==> src/rtl/adder_pkg.sv <==
// Shared types for the bit-serial adder family: FSM state encoding and op codes.
package adder_pkg;

  typedef enum logic [1:0] {
    IDLE = 2'd0,
    RUN  = 2'd1,
    DONE = 2'd2
  } state_t;

  localparam logic OP_ADD = 1'b0;
  localparam logic OP_SUB = 1'b1;

endpackage

==> src/rtl/full_adder.sv <==
// Single-bit full adder cell, reused bit-serially by the sequencing front-ends.
module full_adder (
  input  logic a,
  input  logic b,
  input  logic cin,
  output logic s,
  output logic cout
);

  assign s    = a ^ b ^ cin;
  assign cout = (a & b) | (a & cin) | (b & cin);

endmodule

==> src/rtl/bit_serial_adder_ctrl.sv <==
// WIDTH-bit add/subtract computed LSB first through one full_adder over WIDTH cycles,
// with valid/ready handshakes on the operand and result sides.
module bit_serial_adder_ctrl
  import adder_pkg::*;
#(
  parameter  int WIDTH = 8,
  localparam int CNT_W = $clog2(WIDTH)
) (
  input  logic             clk,
  input  logic             rst,
  input  logic             in_valid,
  output logic             in_ready,
  input  logic [WIDTH-1:0] a,
  input  logic [WIDTH-1:0] b,
  input  logic             sub,
  output logic             out_valid,
  input  logic             out_ready,
  output logic [WIDTH-1:0] sum,
  output logic             cout,
  output logic             ovf
);

  localparam logic [CNT_W-1:0] CNT_LAST = CNT_W'(WIDTH - 1);
  localparam logic [CNT_W-1:0] CNT_MSB  = CNT_W'(WIDTH - 2);

  state_t             state_reg, state_next;
  logic [WIDTH-1:0]   a_sr_reg, a_sr_next;
  logic [WIDTH-1:0]   b_sr_reg, b_sr_next;
  logic [WIDTH-1:0]   res_sr_reg, res_sr_next;
  logic               carry_reg, carry_next;
  logic               c_msb_reg, c_msb_next;
  logic [CNT_W-1:0]   cnt_reg, cnt_next;

  logic fa_s;
  logic fa_c;

  full_adder u_fa (
    .a    (a_sr_reg[0]),
    .b    (b_sr_reg[0]),
    .cin  (carry_reg),
    .s    (fa_s),
    .cout (fa_c)
  );

  always_ff @(posedge clk) begin
    if (rst) begin
      state_reg  <= IDLE;
      a_sr_reg   <= '0;
      b_sr_reg   <= '0;
      res_sr_reg <= '0;
      carry_reg  <= 1'b0;
      c_msb_reg  <= 1'b0;
      cnt_reg    <= '0;
    end else begin
      state_reg  <= state_next;
      a_sr_reg   <= a_sr_next;
      b_sr_reg   <= b_sr_next;
      res_sr_reg <= res_sr_next;
      carry_reg  <= carry_next;
      c_msb_reg  <= c_msb_next;
      cnt_reg    <= cnt_next;
    end
  end

  always_comb begin
    state_next  = state_reg;
    a_sr_next   = a_sr_reg;
    b_sr_next   = b_sr_reg;
    res_sr_next = res_sr_reg;
    carry_next  = carry_reg;
    c_msb_next  = c_msb_reg;
    cnt_next    = cnt_reg;

    case (state_reg)
      IDLE: begin
        if (in_valid) begin
          // Subtraction is A + ~B + 1: invert B here and seed the carry with 1.
          a_sr_next   = a;
          b_sr_next   = (sub == OP_ADD) ? b : ~b;
          carry_next  = (sub == OP_SUB);
          cnt_next    = '0;
          res_sr_next = '0;
          state_next  = RUN;
        end
      end

      RUN: begin
        res_sr_next = {fa_s, res_sr_reg[WIDTH-1:1]};
        a_sr_next   = {1'b0, a_sr_reg[WIDTH-1:1]};
        b_sr_next   = {1'b0, b_sr_reg[WIDTH-1:1]};
        carry_next  = fa_c;
        // Carry into the MSB is kept so signed overflow can be formed at the end.
        if (cnt_reg == CNT_MSB) begin
          c_msb_next = fa_c;
        end
        if (cnt_reg == CNT_LAST) begin
          state_next = DONE;
        end else begin
          cnt_next = cnt_reg + 1'b1;
        end
      end

      DONE: begin
        if (out_ready) begin
          state_next = IDLE;
        end
      end

      default: begin
        state_next = IDLE;
      end
    endcase
  end

  assign in_ready  = (state_reg == IDLE);
  assign out_valid = (state_reg == DONE);
  assign sum       = res_sr_reg;
  assign cout      = carry_reg;
  assign ovf       = c_msb_reg ^ carry_reg;

endmodule

==> config.mk <==
export PLATFORM = sky130hd
export DESIGN_NAME = bit_serial_adder_ctrl
export DESIGN_NICKNAME = d
export VERILOG_FILES = /design/src/rtl/adder_pkg.sv /design/src/rtl/full_adder.sv /design/src/rtl/bit_serial_adder_ctrl.sv
export SDC_FILE = /design/constraint.sdc
export NUM_CORES = 1
export LEC_CHECK = 0
export BUFFER_PORTS_ARGS = -buffer_cell sky130_fd_sc_hd__buf_2
export CORE_UTILIZATION = 40
export DETAILED_ROUTE_END_ITERATION = 10
export GPL_TIMING_DRIVEN = 0
export PLACE_DENSITY_LB_ADDON = 0.3
export SLEW_MARGIN = 20
export SYNTH_ARGS = -nofsm -noshare
export SYNTH_HDL_FRONTEND = slang
export SYNTH_SLANG_ARGS = --single-unit
==> constraint.sdc <==
create_clock -name clk -period 1.4 [get_ports clk]
set_clock_uncertainty 0.2 [all_clocks]
set_input_delay 0.14 -clock clk [delete_from_list [all_inputs] [get_ports clk]]
set_output_delay 0.14 -clock clk [all_outputs]
set_load 0.05 [all_outputs]
======== Yosys cells after proc, flatten, opt, wreduce, memory -nomap -nowiden ========
Index checks and enable logic that the tools add are counted.
operators by class
  $add $sub $neg .......................... 1
  equal/unequal tests ..................... 8
  multiplexer cells ....................... 16
  bitwise gates (word level) .............. 9
  reductions and logical operators ........ 6
operators by type and width
  operator               number
  $pmux W8 S2            3
  $mux W8                4
  $not A8 Y8             1
  $eq A3 B3 Y1 const B   2
  $mux W2                3
  $mux W3                2
  $ne A2 B2 Y1 const B   3
  $pmux W2 S3            1
  $pmux W3 S2            1
  $reduce_and A3 Y1      2
  $reduce_and A2 Y1      2
  $add A3 B1 Y3 const B  1
  $and A1 B1 Y1          3
  $xor A1 B1 Y1          3
  $eq A2 B1 Y1 const B   1
  $eq A2 B2 Y1 const B   1
  $logic_not A2 Y1       1
  $ne A2 B1 Y1 const B   1
  $or A1 B1 Y1           2
  $pmux W1 S2            1
  $reduce_bool A2 Y1     1
  $mux W1                1
storage, ports and cells
  register bits after elaboration ......... 31
  word-level logic and storage cells ...... 47

======== Longest topological paths before layout ========
Gate-level depths: netlist of run 1.
  depth in word-level cells ............... 4
  depth in mapped cells ................... 5
  mapped depth without buffers ............ 5

======== Cells and area by module ========
From an unflattened synthesis of run 1, not the netlist that was laid out.
second synthesis, totals
  cell total of the unflattened synthesis .. 144
  area total of the unflattened synthesis .. 1440.1 um2
modules (own cells, without submodules)
  module                 instances  cells an instance  area each (um2)  seq. area each (um2)
  bit_serial_adder_ctrl  1          143                1420.1           620.6
  full_adder             1          1                  20.0             0.0

======== Worst setup path after synthesis of run 1 ========
Ideal clock, no wire load.
  path kind ............................... register to register
  start ................................... register state_reg[0]
  end ..................................... register b_sr_reg[0]
  data arrival time ....................... 1.663 ns
  data required time ...................... 1.120 ns
  setup slack ............................. -0.543 ns
  stages on the path, launching flop included .. 5
  buffers on the path ..................... 1
  cell sequence ........................... dfxtp_1 > buf_6 > nor2_1 > nand3b_1 > o22ai_1
on the way
  cells in the longest elaborated chain, start to end .. 3
  elaborated cells on any way between the ends .. 6
  those cells by class .................... 2 x eq/ne; 1 x mux; 3 x reduce/logical
ends and longest elaborated chain
  item                                                                 line                         RTL
  start: declaration                                                   bit_serial_adder_ctrl.sv:26  state_t state_reg, state_next;
  start signal: assignment                                             bit_serial_adder_ctrl.sv:55  state_reg <= state_next;
  $logic_not A2 Y1 (*)                                                 --
  named net in_ready                                                   bit_serial_adder_ctrl.sv:12  output logic in_ready,
  $ne A2 B2 Y1 (no line) / $reduce_bool A2 Y1 (equally long branches)  --
  $reduce_and A2 Y1 (no line)                                          --
  end signal: assignment                                               bit_serial_adder_ctrl.sv:57  b_sr_reg <= b_sr_next;
  end: declaration                                                     bit_serial_adder_ctrl.sv:28  logic [WIDTH-1:0] b_sr_reg, b_sr_next;
The timed path passes the listed nets; every way through them passes the cells marked *.
A chain may end at the register's enable or synchronous reset.

======== Final worst setup path of run 1 ========
  start ................................... register state_reg[1]
  end ..................................... register b_sr_reg[7]
on the way
  cells in the longest elaborated chain, start to end .. 3
  elaborated cells on any way between the ends .. 6
  those cells by class .................... 2 x eq/ne; 1 x mux; 3 x reduce/logical
ends and longest elaborated chain
  item                                                                 line                         RTL
  $eq A2 B1 Y1 / $logic_not A2 Y1 (equally long branches)              bit_serial_adder_ctrl.sv:74  case (state_reg)
  $reduce_bool A2 Y1 (no line) / $ne A2 B2 Y1 (equally long branches)  --
  $reduce_and A2 Y1 (no line)                                          --
Several ways; a longest one is shown, not always the timed one.

==> impl_metrics.env, run 1 <==
export IMPL_yosys_area_top_type="dfxtp_1"
export IMPL_critPathArrivalTime_ns=1.53
export IMPL_clock_sinks=31
export IMPL_critPathMaxStageDelay_ns=0.42
export IMPL_via_count=1353
export IMPL_crit_required_ns=1.47
export IMPL_path_cells="o21bai_2 > or3_1 > a21oi_2"
export IMPL_antenna_left=0
export IMPL_min_to="b_sr_reg[1]"
export IMPL_finalNonFillerCells=260
export IMPL_synth_adder_area_share_pct=4.10
export IMPL_syn_nets=173
export IMPL_ys_warn_count=0
export IMPL_ys_flop_type="dfxtp_1"
export IMPL_place_inst=225
export IMPL_root_buffer="clkbuf_4"
export IMPL_clk_latency_ns=0.34
export IMPL_synth_simple_area_share_pct=12.6
export IMPL_muxShareOfSynthArea_pct=5.70
export IMPL_first_global_vias=1223
export IMPL_fp_coreArea_mm2=0.00336
export IMPL_drtPass1Iterations=4
export IMPL_critPathCaptureType="flip-flop"
export IMPL_post_drt_wl_per_cell_um=13.6
export IMPL_violations="negative setup slack"
export IMPL_grt_start_max_net_pins=11
export IMPL_rsz0062_at_grt="yes"
export IMPL_ir_drop_v=0.000634
export IMPL_max_freq_ghz=0.683
export IMPL_die_area_mm2=0.00375
export IMPL_critPathLaunchType="flip-flop"
export IMPL_total_power_mw=1.96
export IMPL_diodes=0
export IMPL_area_delta_synth_final_pct=47.5
export IMPL_fp_row_count=21
export IMPL_chipWidth_um=61.3
export IMPL_htree_levels=2
export IMPL_max_slew_margin_rel_pct=65.4
export IMPL_synth_xor_area_share_pct=5.61
export IMPL_crit_path_max_fanout=7
export IMPL_synthDominantCellAreaShare_pct=44.2
export IMPL_via_per_inst=5.20
export IMPL_dp_worst_setup_slack_ns=-0.124
export IMPL_start_util_pct=41.8
export IMPL_grt_ovfl_total=0
export IMPL_layout_common_cells="buf_2, dfxtp_1, dlygate4sd3_1, nor2_1, a22oi_1"
export IMPL_die_y_um=61.3
export IMPL_whs_path_depth=3
export IMPL_synth_async_sr_flop_share_pct=0
export IMPL_period_share_pct=105
export IMPL_powerDensity_mw_per_mm2=945
export IMPL_dp_hpwl_um=2290
export IMPL_ys_types=30
export IMPL_final_common_cell="buf_2"
export IMPL_worst_pin_slew_ns=0.518
export IMPL_hp_start="in_valid"
export IMPL_gr_usage_all_layers_pct=20.0
export IMPL_layout_setup_ws_ns=-0.0637
export IMPL_portBuffers=31
export IMPL_io_pins=33
export IMPL_p_leak_nw=0.834
export IMPL_reg2reg_depth=3
export IMPL_synth_compound_area_share_pct=20.8
export IMPL_cts_clk_slew_worst_paths_ns=0.09
export IMPL_max_cap_viol_count=0
export IMPL_place_congestion=0.760
export IMPL_setup_viol_count_final=8
export IMPL_remaining_drc_errors=0
export IMPL_slowest_stage="or3_1"
export IMPL_outcome="finished with violations"
export IMPL_routed_wl_um=3530
export IMPL_r2r_setup_slack_ns=-0.06
export IMPL_synth_avg_cell_area_um2=9.49
export IMPL_synthesis_area_mm2=0.00141
export IMPL_grt_pass1_wl_um=5380
export IMPL_numCtsBuffers=5
export IMPL_slew_violations=0
export IMPL_synth_edf_count=0
export IMPL_antenna_found_initial=0
export IMPL_r2r_end="b_sr_reg[7]"
export IMPL_holdCritPathClass="in -> reg"
export IMPL_criticalPathCategory="reg -> reg"
export IMPL_synth_seq_cells=31
export IMPL_synth_top_family_by_area="compound AO/OA/AOI/OAI gates"
export IMPL_min_period_ns=1.46
export IMPL_synth_area_top_cells="dfxtp_1, a22oi_1, mux2i_1, xnor2_1, nor2_1"
export IMPL_cts_path_max_buffers=2
export IMPL_drtIter0Drc=46
export IMPL_drive_above_1_share_pct=35.5
export IMPL_yosysSeqAreaShare_pct=44.2
export IMPL_cts_tree="built"
export IMPL_netlist_instances=148
export IMPL_nets=238
export IMPL_hold_violations=0
export IMPL_reg2reg_from="state_reg[1]"
layer usage:
| layer | vias up | share of wire [%] | track usage [%] | wire [um] |
|---|---|---|---|---|
| met1 | 644 | 44 | 23.5 | 1570 |
| met2 | 37 | 49 | 33.4 | 1750 |
| met3 | 9 | 4.2 | 6.51 | 147 |
| li1 | 663 | - | - | - |
| met4 | 0 | 1.9 | 8.44 | 68 |
| met5 | - | 0 | 0 | 0 |
critical path, delay by kind of cell, from the launching register on:
family,cells,cell delay [ns]
AOI/OAI and AO/OA,2,0.38
DFF,1,0.39
and+or+nand+nor,1,0.42
metrics by stage:
stage | cell area, um^2 | hold slack [ns] | utilization [%] | TNS (ns)
final | 2070 | 0.125 | 61.6 | -0.223
after global routing | 2070 | 0.143 | 61.6 | -0.880
after CTS | 1980 | 0.00868 | 58.7 | -0.0937
after detailed placement | 1650 | 0.208 | 49.0 | -1.62
after global placement | 1650 | 0.203 | 49.0 | -0.850
after floorplan | 1430 | 0.0565 | - | -0.0627
area by class of cell:
| cell class | instances | area [um^2] |
|---|---|---|
| fillers | 298 | 1290 |
| multi-input cells | 100 | 766 |
| flip-flops and latches | 31 | 633 |
| repair buffers | 58 | 430 |
| plain buffers | 11 | 93.8 |
| clock buffers | 8 | 68.8 |
| well taps | 46 | 57.6 |
| inverters | 6 | 22.5 |
cells in the mapped netlist (2+ instances only):
library cell,count
nand3_1,5
nor2_1,18
buf_4,2
mux2i_1,8
a22oi_1,15
xnor2_1,8
a31oi_1,4
dfxtp_1,31
inv_1,6
buf_2,3
nor2b_1,2
nand3b_1,2
clkbuf_1,3
o22ai_1,7
a21oi_1,2
a211oi_1,7
nand2_1,7
nor3_1,2
buf_6,3
ha_1,3
power breakdown:
part           switching, mW  internal (mW)  leakage [nW]
logic                  0.200          0.197         0.539
registers             0.0351          0.929         0.257
clock network          0.302          0.295        0.0386
total                  0.537           1.42         0.834
cell families (layout without fill, tap and decap cells):
logic type | after synthesis | after routing
flops | 31 | 31
buf+inv | 17 | 83
compound gates | 40 | 40
mux | 8 | 8
fa+ha+maj | 4 | 4
simple gates | 39 | 39
xor+xnor | 9 | 9
worst max path at each step:
stage,from,slack (ns),end,cells past startpoint
after CTS,state_reg[0],-0.04,in_ready,3
after global routing,state_reg[1],-0.1,b_sr_reg[4],4
final,state_reg[1],-0.06,b_sr_reg[7],3
after detailed placement,state_reg[1],-0.12,b_sr_reg[2],4
after floorplan,cout,-0.06,sum[7],4
after global placement,state_reg[1],-0.08,b_sr_reg[4],4
what timing repair did:
item,CTS,global route
hold buffers,19,1
buffers inserted,4,3
pin swaps,1,4
endpoints found under the hold margin,18,1
endpoints found under the setup margin,26,33
resized for setup,16,16
No activity file was read; power rests on OpenSTA's default activity.
==> run 2: changes to the inputs <==
Settings changed: CELL_PAD_IN_SITES_DETAIL_PLACEMENT set to 1, CELL_PAD_IN_SITES_GLOBAL_PLACEMENT set to 2, CORE_UTILIZATION 40 to 30, CTS_BUF_LIST set to sky130_fd_sc_hd__clkbuf_4.
==> run 2 against run 1 <==
The flow still finishes with violations (negative setup slack). Setup slack improved by 0.022 ns. Global-route usage shrank 2.8 points. Cell area decreased by 0.42%. Utilization fell by 15 points. Count of clock-buffer cells in the layout is 1 lower. Critical path depth rose by 1. Hold slack got worse by 0.11 ns. Cell count up 0.38%. Total power down 2.7%. First-iteration DRC count increased by 15%.
==> impl_metrics.env, run 2 (same netlist as run 1, synthesis figures left out) <==
export IMPL_max_slew_margin_rel_pct=59.4
export IMPL_rsz0062_at_grt="yes"
export IMPL_htree_levels=2
export IMPL_ir_drop_v=0.000482
export IMPL_drive_above_1_share_pct=38.8
export IMPL_violations="negative setup slack"
export IMPL_die_area_mm2=0.00496
export IMPL_io_pins=33
export IMPL_critPathArrivalTime_ns=1.45
export IMPL_portBuffers=31
export IMPL_start_util_pct=31.8
export IMPL_holdCritPathClass="in -> reg"
export IMPL_fp_coreArea_mm2=0.00441
export IMPL_routed_wl_um=4020
export IMPL_dp_worst_setup_slack_ns=-0.167
export IMPL_worstSetupStartpoint="a_sr_reg[0]"
export IMPL_crit_required_ns=1.40
export IMPL_place_congestion=0.772
export IMPL_clk_latency_ns=0.33
export IMPL_grt_start_max_net_pins=11
export IMPL_dp_hpwl_um=2700
export IMPL_diodes=0
export IMPL_via_per_inst=5.05
export IMPL_antenna_found_initial=0
export IMPL_grt_pass1_wl_um=6600
export IMPL_critPathCaptureType="flip-flop"
export IMPL_criticalPathCategory="reg -> reg"
export IMPL_cts_tree="built"
export IMPL_reg2reg_from="a_sr_reg[0]"
export IMPL_clock_sinks=31
export IMPL_p_leak_nw=0.817
export IMPL_chipWidth_um=70.4
export IMPL_numCtsBuffers=5
export IMPL_min_period_ns=1.44
export IMPL_critPathLaunchType="flip-flop"
export IMPL_cts_path_max_buffers=2
export IMPL_hp_start="b[7]"
export IMPL_gr_usage_all_layers_pct=17.1
export IMPL_drtIter0Drc=53
export IMPL_crit_path_max_fanout=2
export IMPL_drtPass1Iterations=4
export IMPL_crit_family="adder cells"
export IMPL_grt_ovfl_total=0
export IMPL_place_area_mm2=0.00165
export IMPL_powerDensity_mw_per_mm2=924
export IMPL_critPathBufInv=1
export IMPL_max_freq_ghz=0.693
export IMPL_final_common_cell="buf_2"
export IMPL_setup_viol_count_final=6
export IMPL_cts_clk_slew_worst_paths_ns=0.10
export IMPL_postLayoutCoreUtil_pct=46.7
export IMPL_layout_setup_ws_ns=-0.0420
export IMPL_max_cap_viol_count=0
export IMPL_finalInstanceArea_mm2=0.00206
export IMPL_total_power_mw=1.91
export IMPL_worst_pin_slew_ns=0.609
export IMPL_fin_hold_ws_ns=0.0165
export IMPL_root_buffer="clkbuf_4"
export IMPL_via_count=1317
export IMPL_critPathMaxStageDelay_ns=0.56
export IMPL_layout_common_cells="buf_2, dfxtp_1, dlygate4sd3_1, nor2_1, a22oi_1"
export IMPL_area_delta_synth_final_pct=46.8
export IMPL_slew_violations=0
export IMPL_post_drt_wl_per_cell_um=15.4
export IMPL_first_global_vias=1377
export IMPL_die_y_um=70.4
export IMPL_outcome="finished with violations"
export IMPL_remaining_drc_errors=0
export IMPL_slowest_stage="fa_2"
export IMPL_antenna_left=0
export IMPL_nets=233
export IMPL_hold_violations=0
export IMPL_path_cells="inv_2 > fa_2 > nand2b_4 > a21oi_2"
export IMPL_fp_row_count=24
export IMPL_period_share_pct=103
==> run 2: changes by cell type in the layout (fill, tap and decap cells not counted), sizes merged <==
cell / before / now
buf: 46 / 43
dlygate4sd3: 20 / 18
clkbuf: 11 / 10
clkinv: 0 / 1
==> run 2: worst register-to-register path: stages (launching register included) <==
cell and delay (ns):
dfxtp_2 0.35, inv_2 0.04, fa_2 0.56, nand2b_4 0.12, a21oi_2 0.04
==> run 2: where the power goes <==
group | switching [mW] | internal (mW)
Sequential | 0.0348 | 0.930
Clock | 0.306 | 0.234
Combinational | 0.206 | 0.195
==> run 2: timing repair <==
| action | in CTS | in global routing |
|---|---|---|
| pin swaps | 0 | 3 |
| buffers inserted | 3 | 1 |
| hold endpoints to repair | 17 | 0 |
| resized for setup | 26 | 14 |
| hold buffers | 18 | 0 |
| cloned | 0 | 0 |
| endpoints found under the setup margin | 29 | 27 |
==> run 2: final timing paths <==
check	end	slack [ns]	depth (start not counted)
worst max-delay path	sum[7]	-0.04	4
worst min-delay path	b_sr_reg[7]	0.02	4
worst max register to register	sum[7]	-0.04	4
worst min register to register	b_sr_reg[7]	0.27	2
==> run 2: layer usage <==
metal / global-route usage [%] / share of wire, %
met3: 4.33 / 2.5
met1: 20.5 / 45
met2: 29.8 / 52
met5: 0 / 0
met4: 5.33 / 1.1
==> run 2: layout make-up <==
cell class | count | area (um^2)
Buffer | 11 | 97.6
Inverter | 6 | 22.5
Sequential cell | 31 | 636
Clock inverter | 1 | 5.00
Fill cell | 504 | 2350
Timing Repair Buffer | 53 | 388
Clock buffer | 7 | 52.6
Tap cell | 52 | 65.1
Multi-Input combinational cell | 100 | 797
==> run 2: stage by stage <==
step	cells	setup TNS (ns)
6_report	261	-0.151
5_1_grt	261	-0.990
4_1_cts	260	-0.180
3_5_place_dp	231	-2.31
3_3_place_gp	231	-1.10
2_1_floorplan	148	-0.0627
==> run 3: changes to the inputs <==
Settings changed: GPL_TIMING_DRIVEN 0 to unset.
==> run 3 against run 2 <==
The flow still finishes with violations (negative setup slack). First-iteration DRC count increased by 51%. Combinational power increased by 17%. Maximum frequency decreased by 2.5%. Critical path depth decreased by 1. Cell count increased by 7.3%. Clock power decreased by 4%. Setup slack got worse by 0.037 ns. Register-to-register slack about the same. Non-clock buffer count increased by 19. Largest power group unchanged.
==> impl_metrics.env, run 3 (same netlist as run 1, synthesis figures left out) <==
export IMPL_critPathLaunchType="flip-flop"
export IMPL_ir_drop_v=0.000446
export IMPL_htree_levels=2
export IMPL_place_area_mm2=0.00174
export IMPL_holdCritPathClass="in -> reg"
export IMPL_max_slew_margin_rel_pct=80.2
export IMPL_crit_path_max_fanout=6
export IMPL_clock_sinks=31
export IMPL_powerDensity_mw_per_mm2=870
export IMPL_place_congestion=0.695
export IMPL_die_area_mm2=0.00496
export IMPL_reg2reg_from="cout"
export IMPL_criticalPathCategory="reg -> out"
export IMPL_grt_pass1_wl_um=6450
export IMPL_via_per_inst=5.11
export IMPL_worst_pin_slew_ns=0.297
export IMPL_remaining_drc_errors=0
export IMPL_drtIter0Drc=80
export IMPL_max_freq_ghz=0.676
export IMPL_portBuffers=32
export IMPL_critPathArrivalTime_ns=1.14
export IMPL_finalInstanceArea_mm2=0.00225
export IMPL_totalNegativeSetupSlack_ns=-0.324
export IMPL_reg2reg_depth=5
export IMPL_gr_usage_all_layers_pct=16.7
export IMPL_clk_latency_ns=0.33
export IMPL_chipWidth_um=70.4
export IMPL_antenna_found_initial=0
export IMPL_cts_path_max_buffers=2
export IMPL_hp_start="b[7]"
export IMPL_fp_row_count=24
export IMPL_final_common_cell="buf_2"
export IMPL_hold_violations=0
export IMPL_setup_viol_count_final=10
export IMPL_rsz0062_at_grt="yes"
export IMPL_whs_path_depth=4
export IMPL_dp_hpwl_um=2750
export IMPL_cts_clk_slew_worst_paths_ns=0.09
export IMPL_die_y_um=70.4
export IMPL_slew_violations=0
export IMPL_critPathCaptureType="output pin"
export IMPL_diodes=0
export IMPL_first_global_vias=1448
export IMPL_nets=253
export IMPL_layout_common_cells="buf_2, dfxtp_1, buf_4, dlygate4sd3_1, nor2_1"
export IMPL_max_cap_viol_count=0
export IMPL_grt_ovfl_total=0
export IMPL_start_util_pct=31.8
export IMPL_via_count=1430
export IMPL_io_pins=33
export IMPL_numCtsBuffers=5
export IMPL_routed_wl_um=4500
export IMPL_min_period_ns=1.48
export IMPL_layout_setup_ws_ns=-0.0793
export IMPL_post_drt_wl_per_cell_um=16.1
export IMPL_area_delta_synth_final_pct=59.9
export IMPL_p_leak_nw=0.936
export IMPL_fp_coreArea_mm2=0.00441
export IMPL_grt_start_max_net_pins=23
export IMPL_cts_tree="built"
export IMPL_root_buffer="clkbuf_4"
export IMPL_drive_above_1_share_pct=46.1
export IMPL_period_share_pct=106
export IMPL_antenna_left=0
export IMPL_outcome="finished with violations"
export IMPL_crit_required_ns=1.06
export IMPL_r2r_setup_slack_ns=-0.04
export IMPL_drtPass1Iterations=4
export IMPL_violations="negative setup slack"
export IMPL_min_to="b_sr_reg[7]"
export IMPL_r2r_end="sum[7]"
run 3: cell count changes in the layout (fill, tap and decap cells not counted), moves of 2 or more:
cell      before  now
nor2_2         0    3
buf_4          6   26
dfxtp_1       23   27
clkbuf_1       3    0
buf_6          7    9
ha_4           2    0
nor2_1        16   14
a211oi_1       4    0
a211oi_2       3    7
dfxtp_2        6    1
run 3: cell type report:
type,count,area [um^2]
clock buffer,7,52.6
tap,52,65.1
sequential,31,633
timing repair buffer,83,652
inverter,6,22.5
multi-input combinational,101,822
fill,507,2170
run 3: worst max-delay path by stage:
stage	depth (start not counted)	endpoint	from
floorplan	4	sum[7]	cout
global placement	4	a_sr_reg[0]	state_reg[0]
detailed placement	4	b_sr_reg[6]	state_reg[0]
CTS	3	in_ready	state_reg[0]
global route	3	in_ready	state_reg[1]
finish	3	in_ready	state_reg[0]
run 3: stage by stage:
stage                     utilization (%)  setup slack [ns]  power (mW)  hold slack (ns)  cells
after global placement               39.5          -0.00246        1.29            0.218    242
after detailed placement             39.5           -0.0691        1.31            0.239    242
final                                50.9           -0.0793        1.95           0.0240    280
after CTS                            46.3           -0.0793        1.90           0.0143    270
after global routing                 50.9            -0.129        2.06           0.0469    280
after floorplan                         -           -0.0601        1.19           0.0565    148
run 3: what timing repair did:
| item | in CTS | in global routing |
|---|---|---|
| pin swaps | 3 | 14 |
| cloned | 0 | 2 |
| hold buffers | 17 | 0 |
| hold endpoints to repair | 20 | 0 |
| setup buffers | 4 | 8 |
| resized for setup | 17 | 31 |
| setup endpoints to repair | 32 | 32 |
run 3: per-layer routing:
metal  vias up  GRT usage (%)  wire (um)  part of all wire (%)
li1        690              -          -                     -
met1       697           18.2       1880                    42
met2        32           31.0       2340                    52
met3        11           3.03        150                   3.3
met4         0           7.33        131                   2.9
met5         -              0          0                     0
run 3: critical path, cell delays in order, from the launching register on:
cell and delay (ns):
dfxtp_4 0.37, buf_8 0.14, nor2_4 0.13, buf_8 0.16
run 3: report_power, final:
part / switching [mW] / internal, mW / leakage, nW
registers: 0.0346 / 0.928 / 0.256
clock network: 0.293 / 0.228 / 0.0322
logic: 0.232 / 0.239 / 0.648
